File: src/rtl/inst_dma_loader_if.sv
// Host-side byte stream, load control/status and instruction-memory DMA write
// port of the boot-time instruction loader, bundled for a single port connection.
interface inst_dma_loader_if #(
    parameter int INST_WIDTH      = 32,
    parameter int INST_ADDR_WIDTH = 32
);
    logic                       load_start;
    logic [INST_ADDR_WIDTH-1:0] load_num_words;
    logic                       byte_valid;
    logic [7:0]                 byte_data;
    logic                       byte_ready;
    logic [INST_ADDR_WIDTH-1:0] dma_inst_mem_waddr;
    logic [INST_WIDTH-1:0]      dma_inst_mem_wdata;
    logic                       inst_mem_write;
    logic                       cpu_hold;
    logic                       load_done;
    logic                       load_err;

    // Host / boot controller side.
    modport master (
        output load_start, load_num_words, byte_valid, byte_data,
        input  byte_ready, dma_inst_mem_waddr, dma_inst_mem_wdata,
               inst_mem_write, cpu_hold, load_done, load_err
    );

    // Loader side.
    modport slave (
        input  load_start, load_num_words, byte_valid, byte_data,
        output byte_ready, dma_inst_mem_waddr, dma_inst_mem_wdata,
               inst_mem_write, cpu_hold, load_done, load_err
    );
endinterface

File: src/rtl/inst_dma_loader.sv
// Boot-time loader: packs a little-endian byte stream into instruction words and
// writes them to consecutive word addresses of inst_mem while holding the CPU.
module inst_dma_loader #(
    parameter int INST_WIDTH      = 32,
    parameter int INST_ADDR_WIDTH = 32,
    parameter int NUM_WORDS       = 128,
    parameter int BYTE_TIMEOUT    = 1024
) (
    input  logic                cpu_clk,
    input  logic                cpu_rst_n,
    inst_dma_loader_if.slave    bus
);

    localparam int TIMER_W = $clog2(BYTE_TIMEOUT + 1);

    localparam logic [INST_ADDR_WIDTH-1:0] NUM_WORDS_C = INST_ADDR_WIDTH'(NUM_WORDS);
    localparam logic [TIMER_W-1:0]         TIMEOUT_C   = TIMER_W'(BYTE_TIMEOUT);

    typedef enum logic [2:0] {
        S_IDLE,
        S_COLLECT,
        S_WRITE,
        S_DONE,
        S_ERR
    } state_t;

    state_t                     state_q,     state_d;
    logic [INST_ADDR_WIDTH-1:0] n_q,         n_d;
    logic [INST_ADDR_WIDTH-1:0] word_cnt_q,  word_cnt_d;
    logic [1:0]                 byte_cnt_q,  byte_cnt_d;
    logic [TIMER_W-1:0]         timer_q,     timer_d;
    logic [INST_WIDTH-1:0]      word_q,      word_d;
    logic [INST_ADDR_WIDTH-1:0] waddr_q,     waddr_d;
    logic [INST_WIDTH-1:0]      wdata_q,     wdata_d;
    logic                       byte_ready_q, byte_ready_d;
    logic                       write_q,     write_d;
    logic                       hold_q,      hold_d;
    logic                       done_q,      done_d;
    logic                       err_q,       err_d;

    logic                       xfer;
    logic [INST_ADDR_WIDTH-1:0] num_clamped;

    // byte_ready_q is only ever high in COLLECT, so it doubles as the state qualifier.
    assign xfer        = bus.byte_valid & byte_ready_q;
    assign num_clamped = (bus.load_num_words > NUM_WORDS_C) ? NUM_WORDS_C : bus.load_num_words;

    always_comb begin
        // NOTE: every signal written here gets a default first so no path infers a latch.
        state_d    = state_q;
        n_d        = n_q;
        word_cnt_d = word_cnt_q;
        byte_cnt_d = byte_cnt_q;
        timer_d    = timer_q;
        word_d     = word_q;
        waddr_d    = waddr_q;
        wdata_d    = wdata_q;

        unique case (state_q)
            S_IDLE, S_DONE, S_ERR: begin
                if (bus.load_start) begin
                    n_d        = num_clamped;
                    word_cnt_d = '0;
                    byte_cnt_d = '0;
                    timer_d    = '0;
                    state_d    = (num_clamped == '0) ? S_DONE : S_COLLECT;
                end
            end

            S_COLLECT: begin
                if (xfer) begin
                    timer_d                          = '0;
                    word_d[{byte_cnt_q, 3'b000} +: 8] = bus.byte_data;
                    byte_cnt_d                       = byte_cnt_q + 2'd1;
                    if (byte_cnt_q == 2'd3) begin
                        waddr_d = word_cnt_q;
                        wdata_d = {bus.byte_data, word_q[INST_WIDTH-9:0]};
                        state_d = S_WRITE;
                    end
                end else if (timer_q >= TIMEOUT_C - TIMER_W'(1)) begin
                    // Saturate at the limit; the count is only cleared by a byte or a new start.
                    timer_d = TIMEOUT_C;
                    state_d = S_ERR;
                end else begin
                    timer_d = timer_q + TIMER_W'(1);
                end
            end

            S_WRITE: begin
                word_cnt_d = word_cnt_q + INST_ADDR_WIDTH'(1);
                byte_cnt_d = '0;
                state_d    = (word_cnt_q == n_q - INST_ADDR_WIDTH'(1)) ? S_DONE : S_COLLECT;
            end

            default: state_d = S_IDLE;
        endcase

        // Outputs are decoded from the next state so they come straight off flops.
        byte_ready_d = (state_d == S_COLLECT);
        write_d      = (state_d == S_WRITE);
        hold_d       = (state_d == S_COLLECT) || (state_d == S_WRITE);
        done_d       = (state_d == S_DONE);
        err_d        = (state_d == S_ERR);
    end

    // NOTE: state registers use non-blocking assignments so every flop samples pre-edge values.
    always_ff @(posedge cpu_clk or negedge cpu_rst_n) begin
        if (!cpu_rst_n) begin
            state_q      <= S_IDLE;
            n_q          <= '0;
            word_cnt_q   <= '0;
            byte_cnt_q   <= '0;
            timer_q      <= '0;
            word_q       <= '0;
            waddr_q      <= '0;
            wdata_q      <= '0;
            byte_ready_q <= 1'b0;
            write_q      <= 1'b0;
            hold_q       <= 1'b0;
            done_q       <= 1'b0;
            err_q        <= 1'b0;
        end else begin
            state_q      <= state_d;
            n_q          <= n_d;
            word_cnt_q   <= word_cnt_d;
            byte_cnt_q   <= byte_cnt_d;
            timer_q      <= timer_d;
            word_q       <= word_d;
            waddr_q      <= waddr_d;
            wdata_q      <= wdata_d;
            byte_ready_q <= byte_ready_d;
            write_q      <= write_d;
            hold_q       <= hold_d;
            done_q       <= done_d;
            err_q        <= err_d;
        end
    end

    assign bus.byte_ready         = byte_ready_q;
    assign bus.dma_inst_mem_waddr = waddr_q;
    assign bus.dma_inst_mem_wdata = wdata_q;
    assign bus.inst_mem_write     = write_q;
    assign bus.cpu_hold           = hold_q;
    assign bus.load_done          = done_q;
    assign bus.load_err           = err_q;

endmodule

File: src/flat_wrapper.sv
// flat-port wrapper written by rule: the top's interface ports become plain ports
module inst_dma_loader_flat 
#(
    parameter int INST_WIDTH      = 32,
    parameter int INST_ADDR_WIDTH = 32,
    parameter int NUM_WORDS       = 128,
    parameter int BYTE_TIMEOUT    = 1024
)
  (cpu_clk, cpu_rst_n, bus_load_start, bus_load_num_words, bus_byte_valid, bus_byte_data, bus_byte_ready, bus_dma_inst_mem_waddr, bus_dma_inst_mem_wdata, bus_inst_mem_write, bus_cpu_hold, bus_load_done, bus_load_err);
  inst_dma_loader_if #(.INST_WIDTH(INST_WIDTH), .INST_ADDR_WIDTH(INST_ADDR_WIDTH)) bus_i ();
  input  logic cpu_clk;
  input  logic cpu_rst_n;
  input wire logic [$bits(bus_i.load_start)-1:0] bus_load_start;
  input wire logic [$bits(bus_i.load_num_words)-1:0] bus_load_num_words;
  input wire logic [$bits(bus_i.byte_valid)-1:0] bus_byte_valid;
  input wire logic [$bits(bus_i.byte_data)-1:0] bus_byte_data;
  output wire logic [$bits(bus_i.byte_ready)-1:0] bus_byte_ready;
  output wire logic [$bits(bus_i.dma_inst_mem_waddr)-1:0] bus_dma_inst_mem_waddr;
  output wire logic [$bits(bus_i.dma_inst_mem_wdata)-1:0] bus_dma_inst_mem_wdata;
  output wire logic [$bits(bus_i.inst_mem_write)-1:0] bus_inst_mem_write;
  output wire logic [$bits(bus_i.cpu_hold)-1:0] bus_cpu_hold;
  output wire logic [$bits(bus_i.load_done)-1:0] bus_load_done;
  output wire logic [$bits(bus_i.load_err)-1:0] bus_load_err;
  assign bus_i.load_start = bus_load_start;
  assign bus_i.load_num_words = bus_load_num_words;
  assign bus_i.byte_valid = bus_byte_valid;
  assign bus_i.byte_data = bus_byte_data;
  assign bus_byte_ready = bus_i.byte_ready;
  assign bus_dma_inst_mem_waddr = bus_i.dma_inst_mem_waddr;
  assign bus_dma_inst_mem_wdata = bus_i.dma_inst_mem_wdata;
  assign bus_inst_mem_write = bus_i.inst_mem_write;
  assign bus_cpu_hold = bus_i.cpu_hold;
  assign bus_load_done = bus_i.load_done;
  assign bus_load_err = bus_i.load_err;
  inst_dma_loader #(.INST_WIDTH(INST_WIDTH), .INST_ADDR_WIDTH(INST_ADDR_WIDTH), .NUM_WORDS(NUM_WORDS), .BYTE_TIMEOUT(BYTE_TIMEOUT)) u_core (.cpu_clk(cpu_clk), .cpu_rst_n(cpu_rst_n), .bus(bus_i));
endmodule
File: config.mk
export PLATFORM = sky130hd
export DESIGN_NAME = inst_dma_loader_flat
export DESIGN_NICKNAME = d
export VERILOG_FILES = /design/src/rtl/inst_dma_loader_if.sv /design/src/rtl/inst_dma_loader.sv /design/src/flat_wrapper.sv
export SDC_FILE = /design/constraint.sdc
export NUM_CORES = 1
export LEC_CHECK = 0
export CAP_MARGIN = 15
export CORE_ASPECT_RATIO = 0.5
export CORE_MARGIN = 2
export CORE_UTILIZATION = 34
export CTS_BUF_LIST = sky130_fd_sc_hd__clkbuf_16
export DETAILED_ROUTE_END_ITERATION = 8
export GPL_TIMING_DRIVEN = 0
export SETUP_SLACK_MARGIN = 0.4
export SLEW_MARGIN = 20
export SYNTH_ARGS = -nofsm -noshare
export SYNTH_HDL_FRONTEND = slang
export SYNTH_SLANG_ARGS = --single-unit
File: constraint.sdc
create_clock -name cpu_clk -period 3.5 [get_ports cpu_clk]
set_clock_uncertainty 0.1 [all_clocks]
set_input_delay 0.7 -clock cpu_clk [delete_from_list [all_inputs] [get_ports cpu_clk]]
set_output_delay 0.7 -clock cpu_clk [all_outputs]
set_load 0.01 [all_outputs]
==> results of run 1 <==
layer usage:
layer | up-vias | routed length [µm] | GRT usage [%]
met1 | 3231 | 9690 | 22.9
met2 | 120 | 9600 | 27.0
met3 | 33 | 761 | 3.74
met4 | 0 | 449 | 6.00
li1 | 3068 | - | -
met5 | - | 0 | 0
worst paths after layout:
path                            cells after the start  slack, ns                                             to                           from
max in group asynchronous                           2       2.25                      u_core.n_q[9]$_DFFE_PN0P_                      cpu_rst_n
min in group cpu_clk                                2       0.38                  u_core.word_q[15]$_DFFE_PN0P_  u_core.word_q[15]$_DFFE_PN0P_
worst max register to register                      9       0.47                 u_core.bus.load_done$_DFF_PN0_     u_core.n_q[14]$_DFFE_PN0P_
worst min-delay path                                1       0.16  u_core.bus.dma_inst_mem_wdata[13]$_DFFE_PN0P_                      cpu_rst_n
worst max-delay path                                9       0.47                 u_core.bus.load_done$_DFF_PN0_     u_core.n_q[14]$_DFFE_PN0P_
worst min register to register                      2       0.38                  u_core.word_q[15]$_DFFE_PN0P_  u_core.word_q[15]$_DFFE_PN0P_
Yosys cell counts, drive strengths merged (7+ instances only):
library cell | instances | area, µm²
a22o | 10 | 87.6
o31ai | 9 | 72.6
xor2 | 15 | 131
o211ai | 9 | 67.6
nand2 | 99 | 372
xnor2 | 33 | 289
nand2b | 7 | 43.8
ha | 8 | 100
and2 | 28 | 175
and3 | 11 | 68.8
a21oi | 11 | 55.1
nand4 | 12 | 75.1
buf | 8 | 46.3
mux2i | 8 | 80.1
or4 | 9 | 71.3
nand3 | 34 | 170
mux2 | 66 | 743
nor2 | 38 | 143
nor3 | 20 | 100
clkbuf | 28 | 105
nor4 | 13 | 115
inv | 10 | 37.5
o21ai | 66 | 330
dfrtp | 173 | 4330
worst register-to-register path, cell delays in order (launching register included):
cell	delay (ns)
dfrtp_2	0.45
or4_4	0.53
buf_6	0.14
nor2_4	0.08
and4_1	0.21
or4b_4	0.48
xnor2_2	0.16
nand4_1	0.20
o31ai_4	0.45
and2_1	0.18
power by group through the flow:
| stage | Combinational (mW) | Sequential (mW) | Clock, mW |
|---|---|---|---|
| after detailed placement | 1.23 | 2.52 | 0 |
| final | 1.23 | 2.48 | 1.91 |
| after global placement | 1.20 | 2.52 | 0 |
| after global routing | 1.37 | 2.53 | 2.03 |
| after CTS | 1.24 | 2.49 | 1.94 |
| after floorplan | 0.588 | 2.53 | 0 |
cell type report:
cell class	count	area, µm²	share of cell area, %
flip-flops and latches	173	4340	40.8
multi-input cells	558	3860	36.3
repair buffers	127	1260	11.8
clock buffers	17	425	4.00
well taps	315	394	3.71
plain buffers	36	161	1.52
clock inverters	14	158	1.48
inverters	10	37.5	0.353
per-stage QoR:
step | hold WS (ns) | area [µm²] | TNS [ns] | utilization, %
floorplan | 0.304 | 8230 | 0 | -
global placement | 0.360 | 9740 | -939.86 | 40.8
detailed placement | 0.371 | 9780 | 0 | 41.0
CTS | 0.184 | 10600 | 0 | 44.3
global route | 0.191 | 10600 | 0 | 44.5
finish | 0.163 | 10600 | 0 | 44.5
cells by family after synthesis:
kind of cell / count (synthesis) / share of synthesized area [%]
simple gates: 300 / 19.0
mux: 74 / 10.0
flops: 173 / 52.6
buf+inv: 46 / 2.30
xor+xnor: 48 / 5.11
compound gates: 128 / 9.73
fa+ha+maj: 8 / 1.22
flip-flops by register name (all words and copies together), names as in the netlist:
name	cells
u_core.bus.dma_inst_mem_waddr	32
u_core.bus.dma_inst_mem_wdata	32
u_core.n_q	32
u_core.word_cnt_q	32
u_core.word_q	24
u_core.timer_q	11
u_core.state_q	3
u_core.byte_cnt_q	2
u_core.bus.byte_ready	1
u_core.bus.cpu_hold	1
u_core.bus.inst_mem_write	1
u_core.bus.load_done	1
u_core.bus.load_err	1
repair_timing:
action                     4_1_cts  5_1_grt
pin swaps                       17       11
setup endpoints to repair        4       44
buffers inserted                10        4
gates resized for setup         33       14
cloned                           0        0
hold buffers                     0        0
==> out/results.txt, run 1 <==
Status: complete, no violations
Startpoint Class: flop
Grt total ovfl: 0
Max stage delay cell, worst path: or4_4
Min-delay worst type: input pin to asynchronous set/reset pin
GRT Util Overall: 16.9%
Die ar.: 0.0255 mm²
Number of buffers created by CTS: 17
Placer Congestion: 0.875
Share of cells above drive strength 1: 17.1%
Die Y: 114 µm
Period utilization: 86.5%
Setup CP Type: flop to flop
PortBufs: 112
Crit-path cells: or4_4 -> buf_6 -> nor2_4 -> and4_1 -> or4b_4 -> xnor2_2 -> nand4_1 -> o31ai_4 -> and2_1
CP required: 3.78 ns
Core Footprint: 0.0239 mm²
Post-Syn Nets: 829
Worst-skew pair later-pin latency: 0.44 ns
Clock slew at reported path FFs: 0.07 ns
Asr flop ratio synth: 100%
HPWL after detailed placement: 14.7 mm
TritonCTS clock tree: yes
Filler cells: 2226
Final wirelength: 20.5 mm
Sw frac: 30.2%
Top_reg_cell synth: dfrtp_1
Leading cell type in the layout, fill and taps excluded: dfrtp_1
Vias in the first global route: 6418
Std cell rows: 40
DR pass1 iterations: 5
Io pins: 113
DR vias: 6452
Initial DRC Count: 398
Drt drc: 0
Max_cap viols: 0
Max Clk Rate: 330 MHz
CTS Buffer Depth: 2
Hold Vio Cnt, Final: 0
Final Non-Filler Cells: 1250
Final ANT Viol Nets: 0
Most frequent cells in the layout: 166 x dfrtp_1, 111 x clkdlybuf4s50_1, 98 x nand2_1
Register area share after synthesis: 52.6%
Worst setup margin: 0.472 ns
Vias per cell: 5.16
Crit-path max FO: 7
Crit path buffers/inverters: 1
Placed Instances: 1205
Nets: 975
Critical path arrival: 3.31 ns
Htree depth: 4
IR drop worst, VDD: 358 µV
First-pass GRT wire length: 33.7 mm
Die X: 224 µm
Max_slew headroom: 38.4%
Pint: 3.93 mW
Register bit total from synthesis: 173
Minimum clock period: 3.03 ns
Initial Util: 34.5%
Final-report setup violation count: 0
Slew Viols, Final: 0
RSZ-0062 raised after global routing: yes
Yosys cell types: 58
Clk pwr share: 34.0%
Comb pwr share: 21.8%
Cell Area, Synth: 0.00823 mm²
Diode count: 0
EDFF count, synth: 0
Worst slew pin tran: 0.922 ns
WL/cell: 16.4 µm
Synth Instances: 777
Sequential share of power: 44.2%
PD cells: 529 mW/mm²
Mean Syn Cell Area: 10.6 µm²
Cell family with most CP delay: simple AND/OR/NAND/NOR gates
CTS root buffer: clkbuf_16
DP Worst Slack: 0.0110 ns
CTS sink cnt: 173
CP max stage delay: 0.52 ns
Total power: 5.62 mW
Static Leak: 4.70 nW
Largest net degree at the start of global routing: 89
CP Capture Type: flop
Ys Warns: 0
Synth-to-layout area growth: 29.2%
Initial antenna violation count: 0
Psw: 1.70 mW
Power figures use the tool's default switching activity.
==> run 2, diff against run 1 <==
CORE_MARGIN = 4   (was 2)
==> run 2 against run 1 <==
  * Total power shrank 1.1%
  * Sequential share of layout area shrank 0.21 points
  * Final area grew 0.54%
  * Combinational power is essentially flat
  * Cell count is the same
  * Flip-flop and latch count is the same
  * Register-to-register slack lost 0.096 ns
  * Clock power shrank 3%
  * Hold slack lost 0.012 ns
  * Non-clock buffer count grew 8
  * Maximum frequency shrank 3.1%
  * Core utilization grew 1.4 points
  * Critical path type unchanged
==> out/results.txt, run 2 (synthesized netlist as in run 1, its figures left out) <==
Status: complete, no violations
Drt drc: 0
CTS root buffer: clkbuf_16
Nets: 983
Total power: 5.56 mW
Die Y: 118 µm
Io pins: 113
HPWL after detailed placement: 15.1 mm
Max_slew headroom: 38.5%
Die X: 228 µm
Worst-skew pair later-pin latency: 0.43 ns
Setup CP Type: flop to flop
Std cell rows: 39
Crit-path cells: inv_2 -> ha_4 -> or4b_4 -> nor4_4 -> and3_1 -> o211ai_1 -> a311oi_2 -> nand4_1 -> o31ai_4 -> and2_4
R2r endpoint: u_core.bus.load_done$_DFF_PN0_
IR drop worst, VDD: 376 µV
Minimum clock period: 3.12 ns
Filler cells: 2131
Vias in the first global route: 6496
Placer Congestion: 0.838
Worst setup margin: 0.376 ns
Internal reg-to-reg setup slack: 0.38 ns
GRT Util Overall: 15.6%
WP depth: 10
Share of cells above drive strength 1: 18.1%
CP max stage delay: 0.51 ns
Max Clk Rate: 320 MHz
Cell family with most CP delay: simple AND/OR/NAND/NOR gates
Vias per cell: 5.26
First-pass GRT wire length: 34.3 mm
Placed Instances: 1197
Slew Viols, Final: 0
CTS Buffer Depth: 2
Final ANT Viol Nets: 0
CTS sink cnt: 173
Die ar.: 0.0269 mm²
TritonCTS clock tree: yes
Initial antenna violation count: 0
Register-to-Register Path Depth: 10
Initial DRC Count: 333
Htree depth: 4
WL/cell: 17.1 µm
Final Cell Area: 0.0107 mm²
Final-report setup violation count: 0
Hold Vio Cnt, Final: 0
CP required: 3.77 ns
PortBufs: 112
Setup TNS: 0 ns
Hold buffer count at cts: 0
Synth-to-layout area growth: 29.9%
Period utilization: 89.3%
DR vias: 6576
PD cells: 520 mW/mm²
Max stage delay cell, worst path: or4b_4
Grt total ovfl: 0
Leading cell type in the layout, fill and taps excluded: dfrtp_1
Most frequent cells in the layout: 165 x dfrtp_1, 111 x clkdlybuf4s50_1, 99 x nand2_1
RSZ-0062 raised after global routing: yes
Core Footprint: 0.0233 mm²
Number of buffers created by CTS: 17
Seq. cell area: 0.00434 mm²
Startpoint Class: flop
Critical path arrival: 3.39 ns
Cell Area, Placed: 0.00977 mm²
CP Capture Type: flop
Static Leak: 4.75 nW
Min-delay worst type: input pin to asynchronous set/reset pin
Final Non-Filler Cells: 1250
Crit path buffers/inverters: 1
Worst r2r src: u_core.n_q[0]$_DFFE_PN0P_
Multi-input gate area: 0.00388 mm²
Worst slew pin tran: 0.916 ns
Crit-path max FO: 6
Worst Setup EP: u_core.bus.load_done$_DFF_PN0_
Diode count: 0
Initial Util: 35.4%
DP Worst Slack: -0.0393 ns
Final wirelength: 21.3 mm
Largest net degree at the start of global routing: 95
Crit path from: u_core.n_q[0]$_DFFE_PN0P_
Clock slew at reported path FFs: 0.07 ns
Max_cap viols: 0
DR pass1 iterations: 5
run 2: worst min-delay path by stage:
stage	startpoint	endpoint	slack, ns	cells past startpoint
after floorplan	cpu_rst_n	u_core.bus.byte_ready$_DFF_PN0_	0.30	0
after global placement	u_core.word_q[19]$_DFFE_PN0P_	u_core.word_q[19]$_DFFE_PN0P_	0.37	2
after detailed placement	u_core.word_q[5]$_DFFE_PN0P_	u_core.word_q[5]$_DFFE_PN0P_	0.37	2
after CTS	cpu_rst_n	u_core.bus.dma_inst_mem_wdata[25]$_DFFE_PN0P_	0.17	1
after global routing	cpu_rst_n	u_core.word_q[1]$_DFFE_PN0P_	0.20	1
final	cpu_rst_n	u_core.word_q[1]$_DFFE_PN0P_	0.15	1
run 2: what timing repair did:
action                                  CTS  global route
gates resized for setup                  25            27
pin swaps                                 8            17
cloned                                    0             0
setup buffers                             3            19
endpoints found under the setup margin    4            29
run 2: layer usage:
layer	global-route usage (%)	vias up	wire length, µm	part of all wire, %
met2	26.3	163	10400	49
met5	0	-	0	0
met1	20.7	3321	9750	46
met4	3.40	0	194	0.91
li1	-	3072	-	-
met3	3.22	20	968	4.5
run 2: stage by stage:
step                      hold WS, ns  utilization, %
after CTS                       0.170            45.0
after global routing            0.195            45.9
after detailed placement        0.372            42.0
after floorplan                 0.304               -
final                           0.151            45.9
after global placement          0.367            41.8
run 2: where the power goes:
| part | internal, mW | switching [mW] |
|---|---|---|
| registers | 2.28 | 0.199 |
| logic | 0.584 | 0.653 |
| clock network | 0.993 | 0.855 |
| total | 3.86 | 1.71 |
run 2: cell type report:
cell class | instances | share of cell area (%)
inverter | 10 | 0.351
timing repair buffer | 135 | 12.5
clock inverter | 14 | 1.25
buffer | 36 | 1.49
clock buffer | 17 | 3.98
multi-input combinational | 558 | 36.3
tap | 307 | 3.59
sequential | 173 | 40.6
==> run 3, diff against run 2 <==
CTS_CLUSTER_DIAMETER = 120   (was not set)
==> results of run 3 <==
Final layout, timing and power as in run 2 (identical DEF).
